`src/rtl/demux_handshake_module.sv`:
```
// demux_handshake_module: valid/ready 1-to-N demux, one register slot per channel.
// Optional DEMUX_DROP_CNT_EN adds drop_cnt, a saturating out-of-range drop counter.
module demux_handshake_module #(
  parameter int WIDTH_IN  = 2,
  parameter int WIDTH_OP  = 4,
  parameter int WIDTH_BUS = 3
) (
  input  logic                                clk,
  input  logic                                rst_n,
  input  logic                                in_valid,
  output logic                                in_ready,
  input  logic [WIDTH_IN-1:0]                 sel,
  input  logic [WIDTH_BUS-1:0]                in,
  output logic [WIDTH_OP-1:0][WIDTH_BUS-1:0]  out,
  output logic [WIDTH_OP-1:0]                 out_valid,
  input  logic [WIDTH_OP-1:0]                 out_ready,
`ifdef DEMUX_DROP_CNT_EN
  output logic [7:0]                          drop_cnt,
`endif
  output logic                                err
);

  logic [WIDTH_OP-1:0][WIDTH_BUS-1:0] data_q, data_d;
  logic [WIDTH_OP-1:0]                vld_q, vld_d;
  logic                               err_q, err_d;

  logic [31:0]         sel_ext;
  logic                sel_ok;
  logic [WIDTH_OP-1:0] hit;
  logic [WIDTH_OP-1:0] load;
  logic [WIDTH_OP-1:0] drain;
  logic                xfer;

  assign sel_ext = 32'(sel);
  assign sel_ok  = sel_ext < 32'(WIDTH_OP);
  assign xfer    = in_valid && in_ready;

  // Decode sel to a one-hot channel hit; out-of-range sel hits nothing.
  always_comb begin
    hit = '0;
    for (int k = 0; k < WIDTH_OP; k++) begin
      hit[k] = sel_ok && (sel_ext == 32'(k));
    end
  end

  // Ready when the target slot is empty or draining; dropped words always accepted.
  always_comb begin
    in_ready = 1'b1;
    for (int k = 0; k < WIDTH_OP; k++) begin
      if (hit[k]) begin
        in_ready = !vld_q[k] || out_ready[k];
      end
    end
  end

  // Per-channel next state: a load wins over a drain so no bubble appears.
  always_comb begin
    data_d = data_q;
    vld_d  = vld_q;
    load   = '0;
    drain  = '0;
    for (int k = 0; k < WIDTH_OP; k++) begin
      load[k]  = xfer && hit[k];
      drain[k] = vld_q[k] && out_ready[k];
      vld_d[k] = load[k] || (vld_q[k] && !drain[k]);
      if (load[k]) begin
        data_d[k] = in;
      end
    end
    err_d = xfer && !sel_ok;
  end

  // Channel slots and the drop pulse.
  always_ff @(posedge clk or negedge rst_n) begin
    if (!rst_n) begin
      data_q <= '0;
      vld_q  <= '0;
      err_q  <= 1'b0;
    end else begin
      data_q <= data_d;
      vld_q  <= vld_d;
      err_q  <= err_d;
    end
  end

`ifdef DEMUX_DROP_CNT_EN
  logic [7:0] cnt_q, cnt_d;

  // Count dropped words, holding at 255.
  always_comb begin
    cnt_d = cnt_q;
    if (err_d && (cnt_q != 8'hFF)) begin
      cnt_d = cnt_q + 8'd1;
    end
  end

  // Drop counter register.
  always_ff @(posedge clk or negedge rst_n) begin
    if (!rst_n) begin
      cnt_q <= '0;
    end else begin
      cnt_q <= cnt_d;
    end
  end

  assign drop_cnt = cnt_q;
`endif

  assign out       = data_q;
  assign out_valid = vld_q;
  assign err       = err_q;

endmodule
```
`config.mk`:
```
export PLATFORM = sky130hd
export DESIGN_NAME = demux_handshake_module
export DESIGN_NICKNAME = d
export VERILOG_FILES = /design/src/rtl/demux_handshake_module.sv
export SDC_FILE = /design/constraint.sdc
export NUM_CORES = 1
export LEC_CHECK = 0
export CAP_MARGIN = 20
export CORE_MARGIN = 1.5
export CORE_UTILIZATION = 40
export DETAILED_ROUTE_END_ITERATION = 8
export PLACE_DENSITY = 0.76
export SYNTH_ARGS = -nofsm -noshare
export SYNTH_HDL_FRONTEND = slang
export SYNTH_SLANG_ARGS = --single-unit
```
`constraint.sdc`:
```
create_clock -name clk -period 1.2 [get_ports clk]
set_input_delay 0.24 -clock clk [delete_from_list [all_inputs] [get_ports clk]]
set_output_delay 0.24 -clock clk [all_outputs]
set_load 0.05 [all_outputs]
```
==> results.sh, run 1 <==
export IMPL_synth_cell_types=17
export IMPL_power_density_nw_per_um2=1540
export IMPL_syn_to_final_growth_pct=105
export IMPL_dr_max_layer_used="met4"
export IMPL_cts_buffers=3
export IMPL_rsz0062_at_grt="yes"
export IMPL_num_vias=565
export IMPL_seq_area_frac_synth_pct=57.3
export IMPL_crit_path_end_kind="output pin"
export IMPL_drv_cap=0
export IMPL_dpl_hpwl_mm=1.35
export IMPL_final_nets=110
export IMPL_track_usage_pct=25.4
export IMPL_violations="negative setup slack"
export IMPL_cts_num_sinks=16
export IMPL_viasPerCell=5.00
export IMPL_r2r_start="out_valid[2]"
export IMPL_worstPathBufferInverterCount=1
export IMPL_path_clk_slew_ns=0.10
export IMPL_r2r_slack_ns=-0.23
export IMPL_skew_ns=0.00757
export IMPL_synth_area_um2=698
export IMPL_place_inst=104
export IMPL_grt_pass1_vias=638
export IMPL_slew_viol_final=0
export IMPL_multiInputGateArea_um2=368
export IMPL_ioPinCount=30
export IMPL_synth_cells=47
export IMPL_yosys_warnings=0
export IMPL_start_util_pct=44.3
export IMPL_crit_arrival_ns=1.41
export IMPL_fp_dieW_um=44.8
export IMPL_met2_length_mm=1.20
export IMPL_critical_path_endpoint="in_ready"
export IMPL_cts_buffer_depth=2
export IMPL_regArea_um2=405
export IMPL_syn_avg_cell_area_um2=14.9
export IMPL_cts_root_buffer="clkbuf_4"
export IMPL_syn_nets=59
export IMPL_globalplace_congestion=0.784
export IMPL_hold_viol=0
export IMPL_routedWlPerCell_um=18.9
export IMPL_core_um2=1580
export IMPL_r2r_cells=5
export IMPL_fin_crit_ns=1.65
export IMPL_rows=14
export IMPL_antenna_found_initial=0
export IMPL_insertion_delay_ns=0.29
export IMPL_start_kind="flop"
export IMPL_holdBufCountCts=0
export IMPL_wl_met3_um=54
export IMPL_rr_endpoint="out[6]"
export IMPL_finalNonFillerCells=113
export IMPL_worstHoldPathType="input port to asynchronous set/reset pin"
export IMPL_finalSetupViolCount=13
export IMPL_finalWorstSetupSlack_ns=-0.449
export IMPL_overflow=0
export IMPL_layout_commonest_cell="buf_12"
export IMPL_drc=0
export IMPL_crit_type="flop to output pin"
export IMPL_layout_common_cells="buf_12 (16), buf_4 (13), dfrtp_1 (12), mux2_4 (10), dlygate4sd2_1 (7)"
export IMPL_placed_area_um2=1310
export IMPL_netlist_top_cells_area="dfrtp_1 (57%), mux2_2 (13%), mux2_1 (4.8%)"
export IMPL_slowest_delay_ns=0.48
export IMPL_ant_nets=0
export IMPL_fin_area_um2=1430
export IMPL_routed_wl_mm=2.13
export IMPL_met1_length_um=815
export IMPL_synth_top_area_share_pct=57.3
export IMPL_outcome="finished with violations"
export IMPL_die_h_um=44.8
export IMPL_grt_pass1_wl_mm=3.36
export IMPL_htreeDepth=1
export IMPL_p_leak_uw=0.000695
export IMPL_worstPathCellList="nand2b_4 -> mux4_2 -> buf_8"
export IMPL_dr_pass1_iters=4
export IMPL_design_die_area_um2=2010
export IMPL_crit_start="out_valid[0]"
export IMPL_ir_drop_mv=1.36
export IMPL_diodes=0
export IMPL_critPathRequiredTime_ns=0.96
export IMPL_yosys_area_top_type="dfrtp_1"
export IMPL_worst_path_stages=3
export IMPL_fmax_mhz=607
export IMPL_cts_tree="done"
export IMPL_drt_iter0_drc=9
export IMPL_portBuffers=28
export IMPL_post_route_period_util_pct=137
export IMPL_crit_fanout=2
export IMPL_grt_max_degree=17
export IMPL_ys_ff_latch=16
export IMPL_crit_path_top_delay_cell="mux4_2"
export IMPL_path_delay_family="multiplexers"
export IMPL_nFillCells=58
export IMPL_drive_gt1_share_pct=70.1
==> cell type report <==
cell class                 count  area share [%]
clock buffer                   4            2.53
multi-input combinational     30            25.7
sequential                    16            28.3
tap                           16            1.40
timing repair buffer          47            42.0
==> worst register-to-register path, delay by kind of cell, from the launching register on <==
family / cells / cell delay, ns
AND/OR/NAND/NOR: 2 / 0.36
flip-flops: 1 / 0.44
multiplexers: 1 / 0.34
buffers and inverters: 2 / 0.17
==> report_power, final <==
group          internal [uW]  leakage, uW  switching, uW
sequential               637     0.000189            116
clock                    185    0.0000210            174
combinational            580     0.000485            511
==> stage by stage <==
step	power (uW)	TNS, ns	hold slack (ns)	worst slack, ns	util, %
after floorplan	1220	-0.985	-0.0556	-0.293	-
after global placement	1790	-6.02	0.553	-0.498	82.8
after detailed placement	1800	-6.50	0.563	-0.515	82.8
after CTS	2200	-1.51	0.253	-0.449	90.1
after global routing	2280	-2.04	0.266	-0.489	90.8
final	2200	-1.55	0.258	-0.449	90.8
==> per-layer routing <==
layer,GRT usage [%],vias up
li1,-,261
met3,4.00,6
met5,0,-
met2,46.1,21
met4,12.9,0
met1,28.5,277
==> sequential cells by signal, indices dropped and copies added (netlist names) <==
register,count
out,12
out_valid,4
==> cells in the mapped netlist, drive strengths merged <==
cell type / instances
nand2: 5
nor2b: 2
buf: 1
nand3: 1
mux4: 1
nand3b: 1
mux2: 12
nor3b: 1
nand2b: 4
o21ai: 1
and3: 1
conb: 1
dfrtp: 16
==> cells by family after synthesis <==
group,Yosys count,synth area share (%)
AO/OA/AOI/OAI,1,0.716
buffers and inverters,1,1.08
multiplexers,13,23.1
AND/OR/NAND/NOR,15,17.2
flip-flops,16,57.3
other,1,0.537
==> worst min-delay path by stage <==
stage	from	to	slack, ns	cells after the start
after global routing	rst_n	out_valid[0]	0.27	2
after global placement	out[2]	out[2]	0.55	1
after detailed placement	out[8]	out[8]	0.56	1
after floorplan	rst_n	out[0]	-0.06	0
final	rst_n	out_valid[0]	0.26	2
after CTS	rst_n	out[8]	0.25	2
==> what timing repair did <==
item,CTS,global route
cloned,0,0
setup endpoints to repair,16,14
setup buffers,7,3
gates resized for setup,19,3
No activity file was read; power rests on OpenSTA's default activity.
==> run 2, diff against run 1 <==
Settings changed: ABC_CLOCK_PERIOD_IN_PS set to 1200, SETUP_SLACK_MARGIN set to 0.2.
==> run 2 against run 1 <==
- the run now fails in 5_1_grt
- area after synthesis is the same
- synthesized cell count unchanged
==> results.sh, run 2 <==
export IMPL_toolErrorMsg="[ERROR DPL-0033] detailed placement checks failed during check placement."
export IMPL_postGrtWorstEndpoint="in_ready"
export IMPL_synth_cell_types=17
export IMPL_grt_max_degree=17
export IMPL_cts_root_buffer="clkbuf_4"
export IMPL_ys_flop_type="dfrtp_1"
export IMPL_start_util_pct=44.3
export IMPL_ioPinCount=30
export IMPL_cts_num_sinks=16
export IMPL_globalplace_congestion=0.761
export IMPL_worst_ep_kind="top-level output"
export IMPL_outcome="did not finish"
export IMPL_cts_buffer_depth=2
export IMPL_stop_stage="5_1_grt"
export IMPL_yosys_warnings=0
export IMPL_ys_ff_latch=16
export IMPL_synth_edf_count=0
export IMPL_synth_cells=47
export IMPL_rows=14
export IMPL_netlist_top_cells_area="dfrtp_1 (57%), mux2_2 (13%), mux2_1 (4.8%)"
export IMPL_cts_buffers=3
export IMPL_synth_area_um2=698
export IMPL_synth_top_area_share_pct=57.3
export IMPL_antenna_found_initial=1
export IMPL_yosysMostFrequentCell="dfrtp_1"
export IMPL_syn_nets=59
export IMPL_dpl_hpwl_mm=1.50
export IMPL_syn_avg_cell_area_um2=14.9
export IMPL_htreeDepth=1
export IMPL_synth_commonest_cells="dfrtp_1 (16), mux2_2 (8), nand2_1 (4), nand2b_1 (4), mux2_1 (3)"
export IMPL_holdBufCountCts=0
export IMPL_yosys_area_top_type="dfrtp_1"
export IMPL_die_h_um=44.8
export IMPL_portBuffers=28
export IMPL_seq_area_frac_synth_pct=57.3
export IMPL_ys_async_sr_fraction_pct=100
export IMPL_fp_dieW_um=44.8
==> run 2: what timing repair did <==
item,in CTS
setup buffers,7
endpoints found under the setup margin,31
gates resized for setup,19
pin swaps,1
==> run 2: logic make-up after synthesis <==
group | synth area share [%]
buffers and inverters | 1.08
AOI/OAI and AO/OA | 0.716
and+or+nand+nor | 17.2
other | 0.537
muxes | 23.1
DFF | 57.3
==> run 2: stage by stage <==
step	setup TNS [ns]	hold slack, ns	cell area, um2	instances	worst slack [ns]
4_1_cts	-1.58	0.308	1450	114	-0.443
3_5_place_dp	-6.33	0.564	1310	103	-0.546
3_3_place_gp	-5.86	0.562	1310	103	-0.498
2_1_floorplan	-0.985	-0.0556	761	47	-0.293
==> run 3, diff against run 2 <==
Settings changed: CORE_AREA set to 2 2 63 65, CORE_MARGIN 1.5 to not set, CORE_UTILIZATION 40 to not set, DIE_AREA set to 0 0 65 67, PLACE_DENSITY 0.76 to not set, PLACE_DENSITY_LB_ADDON set to 0.15, SETUP_SLACK_MARGIN 0.2 to not set.
==> run 3 against run 2 <==
- the flow now finishes, with violations (negative setup slack)
==> results.sh, run 3 (same netlist as run 1, synthesis figures left out) <==
export IMPL_track_usage_pct=8.74
export IMPL_ioPinCount=30
export IMPL_routed_wl_mm=1.77
export IMPL_num_vias=526
export IMPL_cts_buffers=3
export IMPL_ant_nets=0
export IMPL_layout_common_cells="buf_12 (16), dfrtp_1 (12), buf_4 (12), mux2_4 (9), dlygate4sd2_1 (7)"
export IMPL_fin_area_um2=1430
export IMPL_cts_tree="done"
export IMPL_portBuffers=28
export IMPL_slowest_delay_ns=0.50
export IMPL_crit_type="flop to output pin"
export IMPL_violations="negative setup slack"
export IMPL_p_leak_uw=0.000670
export IMPL_finalSetupViolCount=11
export IMPL_critPathRequiredTime_ns=0.96
export IMPL_drive_gt1_share_pct=68.5
export IMPL_crit_path_top_delay_cell="mux4_2"
export IMPL_fin_crit_ns=1.60
export IMPL_grt_max_degree=17
export IMPL_holdBufCountCts=0
export IMPL_viasPerCell=3.76
export IMPL_die_h_um=67
export IMPL_fmax_mhz=625
export IMPL_finalWorstSetupSlack_ns=-0.400
export IMPL_cts_root_buffer="clkbuf_8"
export IMPL_diodes=0
export IMPL_cts_num_sinks=16
export IMPL_drt_iter0_drc=2
export IMPL_worstPathCellList="nand2b_4 -> mux4_2 -> buf_8"
export IMPL_dr_pass1_iters=2
export IMPL_hold_viol=0
export IMPL_largest_reg_flops=12
export IMPL_drv_cap=0
export IMPL_placed_area_um2=1320
export IMPL_path_clk_slew_ns=0.06
export IMPL_final_nets=105
export IMPL_design_die_area_um2=4360
export IMPL_whs_ns=0.315
export IMPL_htreeDepth=1
export IMPL_power_density_nw_per_um2=1580
export IMPL_routedWlPerCell_um=12.7
export IMPL_start_util_pct=19.4
export IMPL_rows=22
export IMPL_overflow=0
export IMPL_skew_ns=0.00265
export IMPL_worstHoldPathType="input port to asynchronous set/reset pin"
export IMPL_start_kind="flop"
export IMPL_slew_viol_final=0
export IMPL_crit_path_end_kind="output pin"
export IMPL_cts_buffer_depth=2
export IMPL_post_route_period_util_pct=133
export IMPL_dpl_hpwl_mm=1.26
export IMPL_outcome="finished with violations"
export IMPL_grt_pass1_wl_mm=2.66
export IMPL_syn_to_final_growth_pct=105
export IMPL_rsz0062_at_grt="yes"
export IMPL_drc=0
export IMPL_grt_pass1_vias=536
export IMPL_fp_dieW_um=65
export IMPL_insertion_delay_ns=0.24
export IMPL_globalplace_congestion=0.667
export IMPL_crit_fanout=2
export IMPL_core_um2=3610
export IMPL_antenna_found_initial=0
export IMPL_layout_commonest_cell="buf_12"
export IMPL_ir_drop_mv=0.518
export IMPL_crit_arrival_ns=1.36
-- run 3: cell type report --
cell class                 instances  area, um2
clock buffer                       4       55.1
multi-input combinational         30        364
timing repair buffer              42        549
tap                               48       60.1
fill                             338       2170
sequential                        16        405
-- run 3: worst paths after layout --
| check | from | to | slack, ns | depth (start not counted) |
|---|---|---|---|---|
| max | out_valid[3] | in_ready | -0.40 | 3 |
| min | rst_n | out_valid[0] | 0.31 | 2 |
| max reg2reg | out_valid[2] | out[6] | -0.11 | 4 |
| min reg2reg | out[5] | out[5] | 0.58 | 1 |
| max in group asynchronous | rst_n | out_valid[3] | 0.69 | 2 |
| min in group clk | out_ready[3] | out_valid[3] | 0.48 | 4 |
-- run 3: metal layers --
| metal | vias up | part of all wire (%) | global-route usage (%) |
|---|---|---|---|
| met1 | 258 | 42 | 9.35 |
| met2 | 19 | 52 | 15.1 |
| met5 | - | 0 | 0 |
| met3 | 0 | 5.7 | 3.04 |
| li1 | 249 | - | - |
| met4 | 0 | 0 | 4.79 |
-- run 3: power by group --
part / internal (uW) / total (uW) / switching [uW]
Sequential: 638 / 748 / 110
Clock: 290 / 467 / 176
Combinational: 562 / 1050 / 491
-- run 3: critical path, delay by kind of cell (launching register included) --
kind	cells	cell delay, ns
multiplexers	1	0.50
buffers and inverters	1	0.17
flip-flops	1	0.39
AND/OR/NAND/NOR	1	0.06
-- run 3: through the flow --
stage	std cells	util [%]	power [uW]	setup TNS [ns]	setup slack (ns)
4_1_cts	140	39.5	2290	-1.23	-0.388
2_1_floorplan	47	-	1220	-0.985	-0.293
3_5_place_dp	133	36.7	1800	-6.44	-0.517
6_report	140	39.8	2270	-1.09	-0.400
5_1_grt	140	39.8	2360	-1.36	-0.424
3_3_place_gp	133	36.7	1790	-6.27	-0.501
-- run 3: what timing repair did --
action / 4_1_cts / 5_1_grt
pin swaps: 0 / 0
setup endpoints to repair: 13 / 17
setup buffers: 3 / 1
gates resized for setup: 13 / 2
==> run 4, diff against run 3 <==
Settings changed: CTS_CLUSTER_SIZE set to 20, PLACE_DENSITY set to 0.52, PLACE_DENSITY_LB_ADDON 0.15 to not set.
==> run 4 against run 3 <==
- sequential share of layout area decreased by 0.56 points
- the flow still finishes with violations (negative setup slack)
- wire length decreased by 1.6%
- worst hold slack got worse by 0.0038 ns
- sequential power about the same
- die area unchanged
==> results.sh, run 4 (same netlist as run 1, synthesis figures left out) <==
export IMPL_path_delay_family="multiplexers"
export IMPL_viasPerCell=3.76
export IMPL_report_power_total_uw=2290
export IMPL_dpl_hpwl_mm=1.30
export IMPL_portBuffers=28
export IMPL_fin_area_um2=1460
export IMPL_antenna_found_initial=0
export IMPL_routedWlPerCell_um=12.3
export IMPL_r2r_start="out_valid[2]"
export IMPL_dr_pass1_iters=4
export IMPL_crit_type="flop to output pin"
export IMPL_core_um2=3610
export IMPL_finalWorstSetupSlack_ns=-0.385
export IMPL_holdBufCountCts=0
export IMPL_crit_path_top_delay_cell="mux4_2"
export IMPL_htreeDepth=1
export IMPL_drive_gt1_share_pct=69.1
export IMPL_rows=22
export IMPL_p_leak_uw=0.000686
export IMPL_diodes=0
export IMPL_num_vias=534
export IMPL_dp_slack_ns=-0.503
export IMPL_finalSetupViolCount=12
export IMPL_die_h_um=67
export IMPL_rsz0062_at_grt="yes"
export IMPL_place_inst=134
export IMPL_hold_viol=0
export IMPL_grt_max_degree=17
export IMPL_layout_commonest_cell="buf_12"
export IMPL_skew_ns=0.00206
export IMPL_outcome="finished with violations"
export IMPL_ioPinCount=30
export IMPL_insertion_delay_ns=0.25
export IMPL_path_clk_slew_ns=0.06
export IMPL_power_density_nw_per_um2=1570
export IMPL_grt_pass1_vias=582
export IMPL_cts_buffers=3
export IMPL_critPathRequiredTime_ns=0.96
export IMPL_cts_num_sinks=16
export IMPL_syn_to_final_growth_pct=109
export IMPL_worstPathCellList="nand2b_4 -> mux4_2 -> buf_8"
export IMPL_slew_viol_final=0
export IMPL_crit_arrival_ns=1.34
export IMPL_layout_common_cells="buf_12 (16), dfrtp_1 (12), mux2_4 (10), buf_4 (10), dlygate4sd2_1 (7)"
export IMPL_r2r_cells=4
export IMPL_globalplace_congestion=0.684
export IMPL_worstPathBufferInverterCount=1
export IMPL_fin_util_pct=40.6
export IMPL_routed_wl_mm=1.74
export IMPL_grt_pass1_wl_mm=2.88
export IMPL_cts_buffer_depth=2
export IMPL_design_die_area_um2=4360
export IMPL_finalNonFillerCells=142
export IMPL_rr_endpoint="out[6]"
export IMPL_final_nets=107
export IMPL_drv_cap=0
export IMPL_drc=0
export IMPL_r2r_slack_ns=-0.11
export IMPL_violations="negative setup slack"
export IMPL_slowest_delay_ns=0.49
export IMPL_overflow=0
export IMPL_crit_fanout=2
export IMPL_drt_iter0_drc=4
export IMPL_ant_nets=0
export IMPL_post_route_period_util_pct=132
export IMPL_crit_path_end_kind="output pin"
export IMPL_fmax_mhz=631
export IMPL_cts_root_buffer="clkbuf_8"
export IMPL_fp_dieW_um=65
export IMPL_worstHoldPathType="input port to asynchronous set/reset pin"
export IMPL_placed_area_um2=1330
export IMPL_largest_reg_flops=12
export IMPL_cts_tree="done"
export IMPL_ir_drop_mv=0.456
export IMPL_start_kind="flop"
export IMPL_start_util_pct=19.4
export IMPL_nFillCells=338
export IMPL_fin_crit_ns=1.58
export IMPL_track_usage_pct=9.10
==> run 4: area by class of cell <==
class	count	area, um2	area share, %
clock buffer	4	55.1	3.76
sequential	16	405	27.7
multi-input combinational	30	363	24.8
timing repair buffer	44	579	39.6
tap	48	60.1	4.11
==> run 4: worst max path at each step <==
| stage | from | end | slack, ns | cells past startpoint |
|---|---|---|---|---|
| after CTS | out_valid[3] | in_ready | -0.40 | 3 |
| final | out_valid[3] | in_ready | -0.38 | 3 |
| after detailed placement | out_ready[3] | in_ready | -0.50 | 4 |
| after global placement | out_ready[3] | in_ready | -0.51 | 4 |
| after global routing | out_valid[3] | in_ready | -0.42 | 3 |
| after floorplan | out_valid[3] | in_ready | -0.29 | 2 |
==> run 4: through the flow <==
step	hold slack (ns)	TNS, ns
floorplan	-0.0556	-0.985
global placement	0.553	-5.93
detailed placement	0.561	-6.07
CTS	0.317	-1.07
global route	0.326	-1.79
finish	0.311	-1.25
==> run 4: per-layer routing <==
metal | up-vias | part of all wire (%) | global-route usage, %
met4 | 0 | 1.4 | 3.99
li1 | 252 | - | -
met2 | 16 | 51 | 15.5
met3 | 4 | 5.9 | 3.21
met1 | 262 | 41 | 10.3
met5 | - | 0 | 0
==> run 4: timing repair <==
action                     4_1_cts  5_1_grt
gates resized for setup         16        4
buffers inserted                 1        4
hold endpoints to repair         0        0
pin swaps                        1        0
gates cloned                     0        0
setup endpoints to repair       14       14
==> run 4: report_power, final <==
part / internal [uW] / switching, uW / leakage (uW)
Sequential: 638 / 111 / 0.000189
Combinational: 574 / 492 / 0.000468
Clock: 291 / 188 / 0.0000288
Total: 1500 / 791 / 0.000686
==> RTL change (settings of run 3) <==
Change the parameter `WIDTH_OP` from 4 to 6.
--- a/src/rtl/demux_handshake_module.sv
+++ b/src/rtl/demux_handshake_module.sv
@@ -2,7 +2,7 @@
 // Optional DEMUX_DROP_CNT_EN adds drop_cnt, a saturating out-of-range drop counter.
 module demux_handshake_module #(
   parameter int WIDTH_IN  = 2,
-  parameter int WIDTH_OP  = 4,
+  parameter int WIDTH_OP  = 6,
   parameter int WIDTH_BUS = 3
 ) (
   input  logic                                clk,
Ports: changed (resized out, out_ready and out_valid); port bits go from 30 to 40. The function was not compared with the original's and may differ.
==> RTL change against run 3 <==
- worst hold slack better by 16 ps
- area after synthesis rose by 15%
- sequential cell count is 2 higher
- power up 6.7%
- critical endpoint unchanged
- design area is 13% higher
- combinational power grew 7%
- fmax grew 0.37%
- the run still ends with setup timing left
- routed wire length is 7.5% higher
- worst setup slack better by 5.9 ps
- critical path type unchanged
- global-route usage is 1.2 points higher
- largest cell class unchanged
==> RTL change: results (changes against run 3) <==
[route]
via_per_inst=3.75  ; -0.27%
routed-wl-met2_microns=878  ; -5.5%
drt_iter0_markers=3  ; +1
drt_pass1_iterations=3  ; +1
wl_met3_microns=141  ; +40%
top_layer=met4
wl_met1_microns=850  ; +15%
wire_per_inst_microns=12.1  ; -4.7%

[clocking]
clock_latency_ps=250
cts_root_buf=clkbuf_8
numCtsBuffers=3  ; unchanged
cts.reportedPaths.clkPinSlew_ps=70

[outcome]
status=finished with violations
violations=setup timing

[grt]
use_met3=0.0389  ; +0.00845
grtUsageTotal=0.0991  ; +0.0116
gr-usage-met2=0.148  ; -0.00258
grt_max_degree=19  ; +2
grt_pass1_wl_microns=3130  ; +17%
grt_pass1_vias=620  ; +16%
met1_usage=0.124  ; +0.0305

[sta]
fin_skew_ps=0.398  ; -2.26 ps
fin_setup_tns_ps=-1340  ; -252 ps
whs_ps=330  ; +15.8 ps
fin_ws_ps=-394  ; +5.92 ps
setup_viol=11  ; unchanged

[setup_path]
worstRegToRegCells=6  ; +2
crit_path_max_fanout=2  ; unchanged
worst-r2r-setup-slack_ps=-180  ; -70 ps
cp-endpoint=in_ready
regToRegEndpoint=out[10]$_DFFE_PN0P_
cpPeakStageDelay_ps=490
critical-path-slowest-cell=mux4_2
cp_top_family=multiplexers

[place]
placed_area_sq_um=1490  ; +13%
place_congestion=0.705  ; +5.7%
hpwl_microns=1460  ; +16%
place_ws_ps=-533  ; -16.6 ps
portBuffers=32  ; +14%
dp_cells=150  ; +13%

[yosys]
yosys-top-cells-count=dfrtp_1, mux2_2, buf_4
ys.flop_type=dfrtp_1
synth.area.top_cells=dfrtp_1, mux2_2, buf_4
yosysSeqAreaShare=0.559  ; -0.0145
syn_inst=57  ; +21%
synth_cell_types=18  ; +1
yosys_warnings=0  ; unchanged

[worst_hold_path]
min_path_type=primary input to asynchronous set/reset pin

[layout]
fin_cells=158  ; +13%
largest_reg_flops=12  ; unchanged
drive_above_1_share=0.627  ; -0.0575
final_nets=125  ; +19%

[power]
p_leak_nw=0.770  ; +15%
p_int_mw=1.58  ; +5.8%
ir_drop_mv=0.937  ; +81%

## RTL change: cells by family after synthesis
family,synth area share
DFF,0.559
and+or+nand+nor,0.165
muxes,0.200
buffers and inverters,0.0652
AOI/OAI and AO/OA,0.00621
other,0.00465
## RTL change: final cells by class
cell class | count | area [sq um]
clock buffers | 4 | 55.1
multi-input cells | 38 | 399
well taps | 48 | 60.1
repair buffers | 50 | 654
fillers | 339 | 1980
flip-flops and latches | 18 | 455
## RTL change: repair_timing
action | 4_1_cts | 5_1_grt
setup buffers | 2 | 2
setup endpoints to repair | 14 | 17
resized for setup | 15 | 4
pin swaps | 1 | 0
## RTL change: power by group through the flow
| stage | Combinational, mW | Clock [mW] | Sequential [mW] |
|---|---|---|---|
| after global placement | 1.10 | 0 | 0.821 |
| after detailed placement | 1.10 | 0 | 0.820 |
| final | 1.12 | 0.487 | 0.815 |
| after CTS | 1.12 | 0.511 | 0.817 |
| after floorplan | 0.232 | 0 | 1.11 |
| after global routing | 1.16 | 0.544 | 0.828 |
